`src/rtl/uart_rx.sv`:
```
// Oversampling 8N1 UART receiver: synchronises the serial line, locates the start edge
// on the oversample tick, samples every bit at its midpoint and reports word or framing error.
module uart_rx #(
   parameter int OVERSAMPLING = 8,
   parameter int DATA_BITS    = 8
) (
   input  logic                 CLK,
   input  logic                 NRST,
   input  logic                 BAUDPULSE,
   input  logic                 RX_DSER,
   output logic [DATA_BITS-1:0] RX_DO,
   output logic                 RX_DRDY,
   output logic                 RX_BUSY,
   output logic                 RX_FERR
);

   localparam int TW = $clog2(OVERSAMPLING);
   localparam int BW = $clog2(DATA_BITS) + 1;

   localparam logic [TW-1:0] TICK_MID  = TW'(OVERSAMPLING / 2 - 1);
   localparam logic [TW-1:0] TICK_LAST = TW'(OVERSAMPLING - 1);
   localparam logic [BW-1:0] BIT_LAST  = BW'(DATA_BITS - 1);

   typedef enum logic [1:0] {
      ST_IDLE  = 2'd0,
      ST_START = 2'd1,
      ST_DATA  = 2'd2,
      ST_STOP  = 2'd3
   } state_e;

   logic [1:0]           sync_q;
   logic                 rx_s;

   state_e               state_q,  state_d;
   logic [TW-1:0]        tick_q,   tick_d;
   logic [BW-1:0]        bit_q,    bit_d;
   logic [DATA_BITS-1:0] shift_q,  shift_d;
   logic [DATA_BITS-1:0] data_q,   data_d;
   logic                 drdy_q,   drdy_d;
   logic                 ferr_q,   ferr_d;
   logic                 busy_q,   busy_d;

   assign rx_s = sync_q[1];

   // Two-flop synchroniser for the asynchronous line; idles high out of reset.
   always_ff @(posedge CLK or negedge NRST) begin
      if (!NRST) begin
         sync_q <= 2'b11;
      end else begin
         sync_q <= {sync_q[0], RX_DSER};
      end
   end

   // Next-state logic: everything holds between oversample ticks.
   always_comb begin
      state_d = state_q;
      tick_d  = tick_q;
      bit_d   = bit_q;
      shift_d = shift_q;
      data_d  = data_q;
      drdy_d  = 1'b0;
      ferr_d  = 1'b0;
      if (BAUDPULSE) begin
         case (state_q)
            ST_IDLE: begin
               if (!rx_s) begin
                  state_d = ST_START;
                  tick_d  = '0;
               end else begin
                  state_d = ST_IDLE;
               end
            end
            ST_START: begin
               // Half a bit in: a high line here was only a glitch.
               if (tick_q == TICK_MID) begin
                  tick_d  = '0;
                  bit_d   = '0;
                  state_d = rx_s ? ST_IDLE : ST_DATA;
               end else begin
                  tick_d = tick_q + TW'(1);
               end
            end
            ST_DATA: begin
               if (tick_q == TICK_LAST) begin
                  shift_d = {rx_s, shift_q[DATA_BITS-1:1]};
                  tick_d  = '0;
                  bit_d   = bit_q + BW'(1);
                  state_d = (bit_q == BIT_LAST) ? ST_STOP : ST_DATA;
               end else begin
                  tick_d = tick_q + TW'(1);
               end
            end
            ST_STOP: begin
               if (tick_q == TICK_LAST) begin
                  tick_d  = '0;
                  state_d = ST_IDLE;
                  if (rx_s) begin
                     data_d = shift_q;
                     drdy_d = 1'b1;
                  end else begin
                     ferr_d = 1'b1;
                  end
               end else begin
                  tick_d = tick_q + TW'(1);
               end
            end
            default: begin
               state_d = ST_IDLE;
               tick_d  = '0;
               bit_d   = '0;
            end
         endcase
      end else begin
         state_d = state_q;
      end
      busy_d = (state_d != ST_IDLE);
   end

   // Receiver state and registered outputs.
   always_ff @(posedge CLK or negedge NRST) begin
      if (!NRST) begin
         state_q <= ST_IDLE;
         tick_q  <= '0;
         bit_q   <= '0;
         shift_q <= '0;
         data_q  <= '0;
         drdy_q  <= 1'b0;
         ferr_q  <= 1'b0;
         busy_q  <= 1'b0;
      end else begin
         state_q <= state_d;
         tick_q  <= tick_d;
         bit_q   <= bit_d;
         shift_q <= shift_d;
         data_q  <= data_d;
         drdy_q  <= drdy_d;
         ferr_q  <= ferr_d;
         busy_q  <= busy_d;
      end
   end

   assign RX_DO   = data_q;
   assign RX_DRDY = drdy_q;
   assign RX_FERR = ferr_q;
   assign RX_BUSY = busy_q;

endmodule
```
`config.mk`:
```
export PLATFORM = sky130hd
export DESIGN_NAME = uart_rx
export DESIGN_NICKNAME = d
export VERILOG_FILES = /design/src/rtl/uart_rx.sv
export SDC_FILE = /design/constraint.sdc
export NUM_CORES = 1
export LEC_CHECK = 0
export ABC_AREA = 1
export CORE_ASPECT_RATIO = 1.2
export CORE_MARGIN = 1
export CORE_UTILIZATION = 39
export CTS_CLUSTER_DIAMETER = 50
export DETAILED_ROUTE_END_ITERATION = 8
export PLACE_DENSITY = 0.6
export SLEW_MARGIN = 30
export SYNTH_ARGS = -nofsm -noshare
export SYNTH_HDL_FRONTEND = slang
export SYNTH_SLANG_ARGS = --single-unit
export TNS_END_PERCENT = 10
```
`constraint.sdc`:
```
create_clock -name CLK -period 2.2 [get_ports CLK]
set_input_delay 0.44 -clock CLK [delete_from_list [all_inputs] [get_ports CLK]]
set_output_delay 0.44 -clock CLK [all_outputs]
set_load 0.05 [all_outputs]
```
### Word-level counts from Yosys, hierarchy flattened

Index checks and enable logic that the tools add are counted.

* bits in registers: 30
* input bits: 4
* output and inout port bits: 11
* logic and storage cells: 51

* add/subtract/negate cells: 2
* equality and inequality tests: 9
* mux-type cells: 23
* reductions and logical operators: 8

Operator list (number)
* 1-bit two-way mux: 10
* 2-bit two-way mux: 5
* 3-bit two-way mux: 3
* 3-bit case mux with 3 select lines: 1
* 4-bit two-way mux: 2
* 2-bit case mux with 4 select lines: 1
* 4-bit case mux with 2 select lines: 1
* 4-bit AND reduction: 2
* 2-bit != test (second input constant): 3
* 4-bit by 1-bit adder with 4-bit output (second input constant): 1
* 2-bit equality test (second input constant): 2
* 4-bit by 3-bit equality test with 1-bit output (second input constant): 1
* 2-bit nonzero test: 2
* 3-bit by 1-bit adder with 3-bit output (second input constant): 1
* 3-bit by 2-bit equality test with 1-bit output (second input constant): 1
* 3-bit equality test (second input constant): 1
* 3-bit AND reduction: 1
* 2-bit by 1-bit equality test with 1-bit output (second input constant): 1
* 2-bit zero test: 1
* 2-bit AND reduction: 1
* 2-bit OR reduction: 1

### Logic depth before layout (Yosys ltp)

Gate-level depths: netlist of the first run.

* word-level depth: 6
* depth in mapped cells: 9
* depth with buffers taken out: 9

### Worst setup path after synthesis of the first run

OpenSTA, ideal clock, no wires.

* kind: register -> register
* start point: register tick_q[0]
* end point: register data_q[0] (netlist: RX_DO[0])
* setup time: 126 ps
* arrival time: 1331 ps
* required time: 2074 ps
* setup slack: 743 ps
* cell stages (with the launch flop): 7
* buffers on the path: 1
* clock period less this slack: 1457 ps
* cells stage by stage: dfrtp_1 > ha_1 > ha_1 > nand2_1 > nor3_4 > buf_6 > o21ai_0

* longest elaborated chain between the ends: 2

RTL lines
* start: declaration: RTL line 35 `logic [TW-1:0] tick_q, tick_d;`
* start signal: assignment: RTL line 132 `tick_q <= tick_d;`
* 3-bit equality test: RTL line 94 `if (tick_q == TICK_LAST) begin`
* 4-bit AND reduction (no line)
* end signal: assignment: RTL line 135 `data_q <= data_d;`
* end: declaration: RTL line 38 `logic [DATA_BITS-1:0] data_q, data_d;`

Every way passes these cells.
A chain may end at the register's enable or synchronous reset.

### Final worst setup path of the first run

* start point: register data_q[5] (netlist: RX_DO[5])
* end point: output port RX_DO[5]

RTL lines
* end: declaration: RTL line 11 `output logic [DATA_BITS-1:0] RX_DO,`

No word-level cell between the ends.

==> reports/metrics.csv, run 1 <==
stage,metric,value,unit
status,failing checks,design-rule violations,
die,die extent in y,68.45,µm
critical_path,critical path peak fanout,2,
die,row count,23,
clock_network,"Reg clk slew, reported paths",0.07,ns
routing,vias per inst,4.922,
sta,Max Clock Freq,0.5335,GHz
clock_network,worst-case clock buffer depth,2,
yosys,syn nets,177,
finish,area delta synth->final,22.49,%
die,Die ar.,3927,µm²
finish,# fillers,320,
yosys,"Cell Area, Synth",1435,µm²
clock_network,H-tree levels,2,
finish,final core occ,51.33,%
yosys,count of different cell masters after synthesis,19,
global_route,gr ovfl total,0,
yosys,sequential area share after synthesis,52.48,%
die,die width,57.38,µm
routing,routed vias,1078,
critical_path,arrival time worst endpoint,1.43,ns
sta,Final period util,85.20,%
routing,DRT iter0 DRCs,39,
clock_network,Clock Sink Count,30,
clock_network,clk root buf,clkbuf_8,
die,# IOs,15,
routing,DRC,4,
die,CORE AREA,3425,µm²
yosys,"flops & latches, synth",30,
power,Peak VDD IR,0.4234,mV
global_route,all-layer global routing usage,15.03,%
clock_network,Inserted Clock Buffers,5,
routing,drt pass-1 iters,9,
routing,post-route ant nets,0,
sta,Setup Skew,0.003312,ns
global_route,largest net degree at the start of global routing,31,
sta,"Setup violations, final",0,
status,status,finished with violations,
finish,"most common cell after layout, fill and taps aside",nand2_1,
yosys,Synth Warn #,0,
clock_network,clock latency on the worst-skew pair,0.28,ns
worst_hold_path,Hold Path Class,register to register,
yosys,cells after synthesis,161,
critical_path,WP buf/inv,1,
yosys,Mean Syn Cell Area,8.914,µm²
critical_path,CP Cell Sequence,clkdlybuf4s50_1,
critical_path,Worst setup SP type,register,
sta,worst-margin pin slew,0.5021,ns
critical_path,worst path required time,1.76,ns
critical_path,crit end category,output pin,
routing,drt total wl,2541,µm
die,Initial Util,41.91,%
place,IO buf count,14,
sta,Slew Limit Fails,0,
sta,Fin. Hold Viols,0,
finish,layout cell share with drive strength beyond 1,9.890,%
place,placer congestion estimate,0.8971,
critical_path,Crit Path Class,register to output pin,
clock_network,number of setup buffers added after CTS,0,
flow_run,max cap viols,0,
power,pwr dens,886.6,nW/µm²
clock_network,CTS tree,yes,
sta,Slew Limit Headroom,66.42,%
global_route,first-pass GRT wire length,4250,µm
sta,Setup TNS,0,ns
clock_network,post_cts resized,0,
critical_path,slowest CP cell,clkdlybuf4s50_1,
sta,fin crit period,1.874,ns
clock_network,"Hold-fix buffers, CTS",0,
place,Final HPWL DP,1788,µm
finish,Final Net Count,197,
global_route,vias in the first global route,981,
finish,diode count,0,
finish,"commonest cells after routing, fill and taps aside","nand2_1, dfrtp_1, inv_1",
sta,RSZ-0062 raised after global routing,false,
critical_path,CP top delay family,buffers and inverters,
critical_path,"slowest stage delay, CP",0.80,ns
power,Leakage Power,0.8690,nW
global_route,initial antenna violation count,0,
routing,Avg WL per Cell,11.60,µm
==> synth_stat cells, drive strengths merged <==
cell type / n / area [µm²]
nand4: 2 / 12.51
nand2: 36 / 137.6
nor2: 17 / 63.81
a22oi: 1 / 7.510
or2: 2 / 12.51
nor3: 2 / 21.27
dfstp: 2 / 52.55
nand3: 7 / 35.03
dfrtp: 28 / 700.7
ha: 12 / 150.1
inv: 23 / 86.33
a21oi: 12 / 60.06
o21ai: 14 / 73.82
buf: 3 / 21.27
==> path summary, 6_finish.rpt <==
kind / from / endpoint / slack [ns] / cells past startpoint
worst max-delay path: RX_DO[5] / RX_DO[5] / 0.33 / 1
worst min-delay path: sync_q[0] / sync_q[1] / 0.36 / 0
worst max register to register: state_q[0] / shift_q[4] / 0.45 / 5
worst min register to register: sync_q[0] / sync_q[1] / 0.36 / 0
max in group asynchronous: NRST / sync_q[0] / 1.34 / 2
min in group asynchronous: NRST / RX_DO[4] / 0.55 / 2
==> per-stage QoR <==
stage / hold WS, ns / instance area, µm² / setup slack [ns] / power (W) / cells
5_1_grt: 0.3593 / 1758 / 0.1787 / 0.001628 / 219
3_5_place_dp: 0.3485 / 1615 / 0.3884 / 0.0008771 / 211
3_3_place_gp: 0.3471 / 1615 / 0.4270 / 0.0008691 / 211
6_report: 0.3570 / 1758 / 0.3255 / 0.001559 / 219
4_1_cts: 0.3580 / 1758 / 0.3165 / 0.001570 / 219
2_1_floorplan: 0.1444 / 1435 / 0.7430 / 0.0007941 / 161
==> routing by layer <==
metal  track usage [%]  wire length [µm]  vias up
met5                 0                 0        -
met4             10.06                89        0
met3             5.671               146       11
met2             25.00              1224       34
met1             15.95              1081      490
li1                  -                 -      543
==> cell type report <==
| cell class | instances | area, µm² | share of cell area (%) |
|---|---|---|---|
| repair buffers | 16 | 155.1 | 8.826 |
| clock buffers | 6 | 82.58 | 4.697 |
| flip-flops and latches | 30 | 753.2 | 42.85 |
| multi-input cells | 105 | 574.3 | 32.67 |
| clock inverters | 2 | 60.06 | 3.416 |
| inverters | 23 | 86.33 | 4.911 |
| well taps | 37 | 46.29 | 2.633 |
==> registers in the layout, summed over array words and instances, names as in the netlist <==
register  flops
RX_BUSY       1
RX_DO         8
RX_DRDY       1
RX_FERR       1
bit_q         4
shift_q       8
state_q       2
sync_q        2
tick_q        3
==> logic make-up (layout without fill, tap and decap cells) <==
kind of cell | Yosys count | after routing | synth area share (%)
AOI/OAI and AO/OA | 27 | 27 | 9.852
buffers and inverters | 26 | 47 | 7.498
and+or+nand+nor | 66 | 66 | 19.70
adders and majority gates | 12 | 12 | 10.46
DFF | 30 | 30 | 52.48
==> power by group <==
part           leakage [nW]  switching [W]  internal, W
combinational         0.426       0.000157    0.0000832
clock                0.0714       0.000207     0.000483
sequential            0.372      0.0000343     0.000594
total                 0.869       0.000398      0.00116
(Power assumes the default switching activity.)
==> run 2, diff against run 1 <==
- CTS_CLUSTER_SIZE: unset -> 24
==> results of run 2 <==
The final DEF is identical to that of run 1; final timing and power are the same.
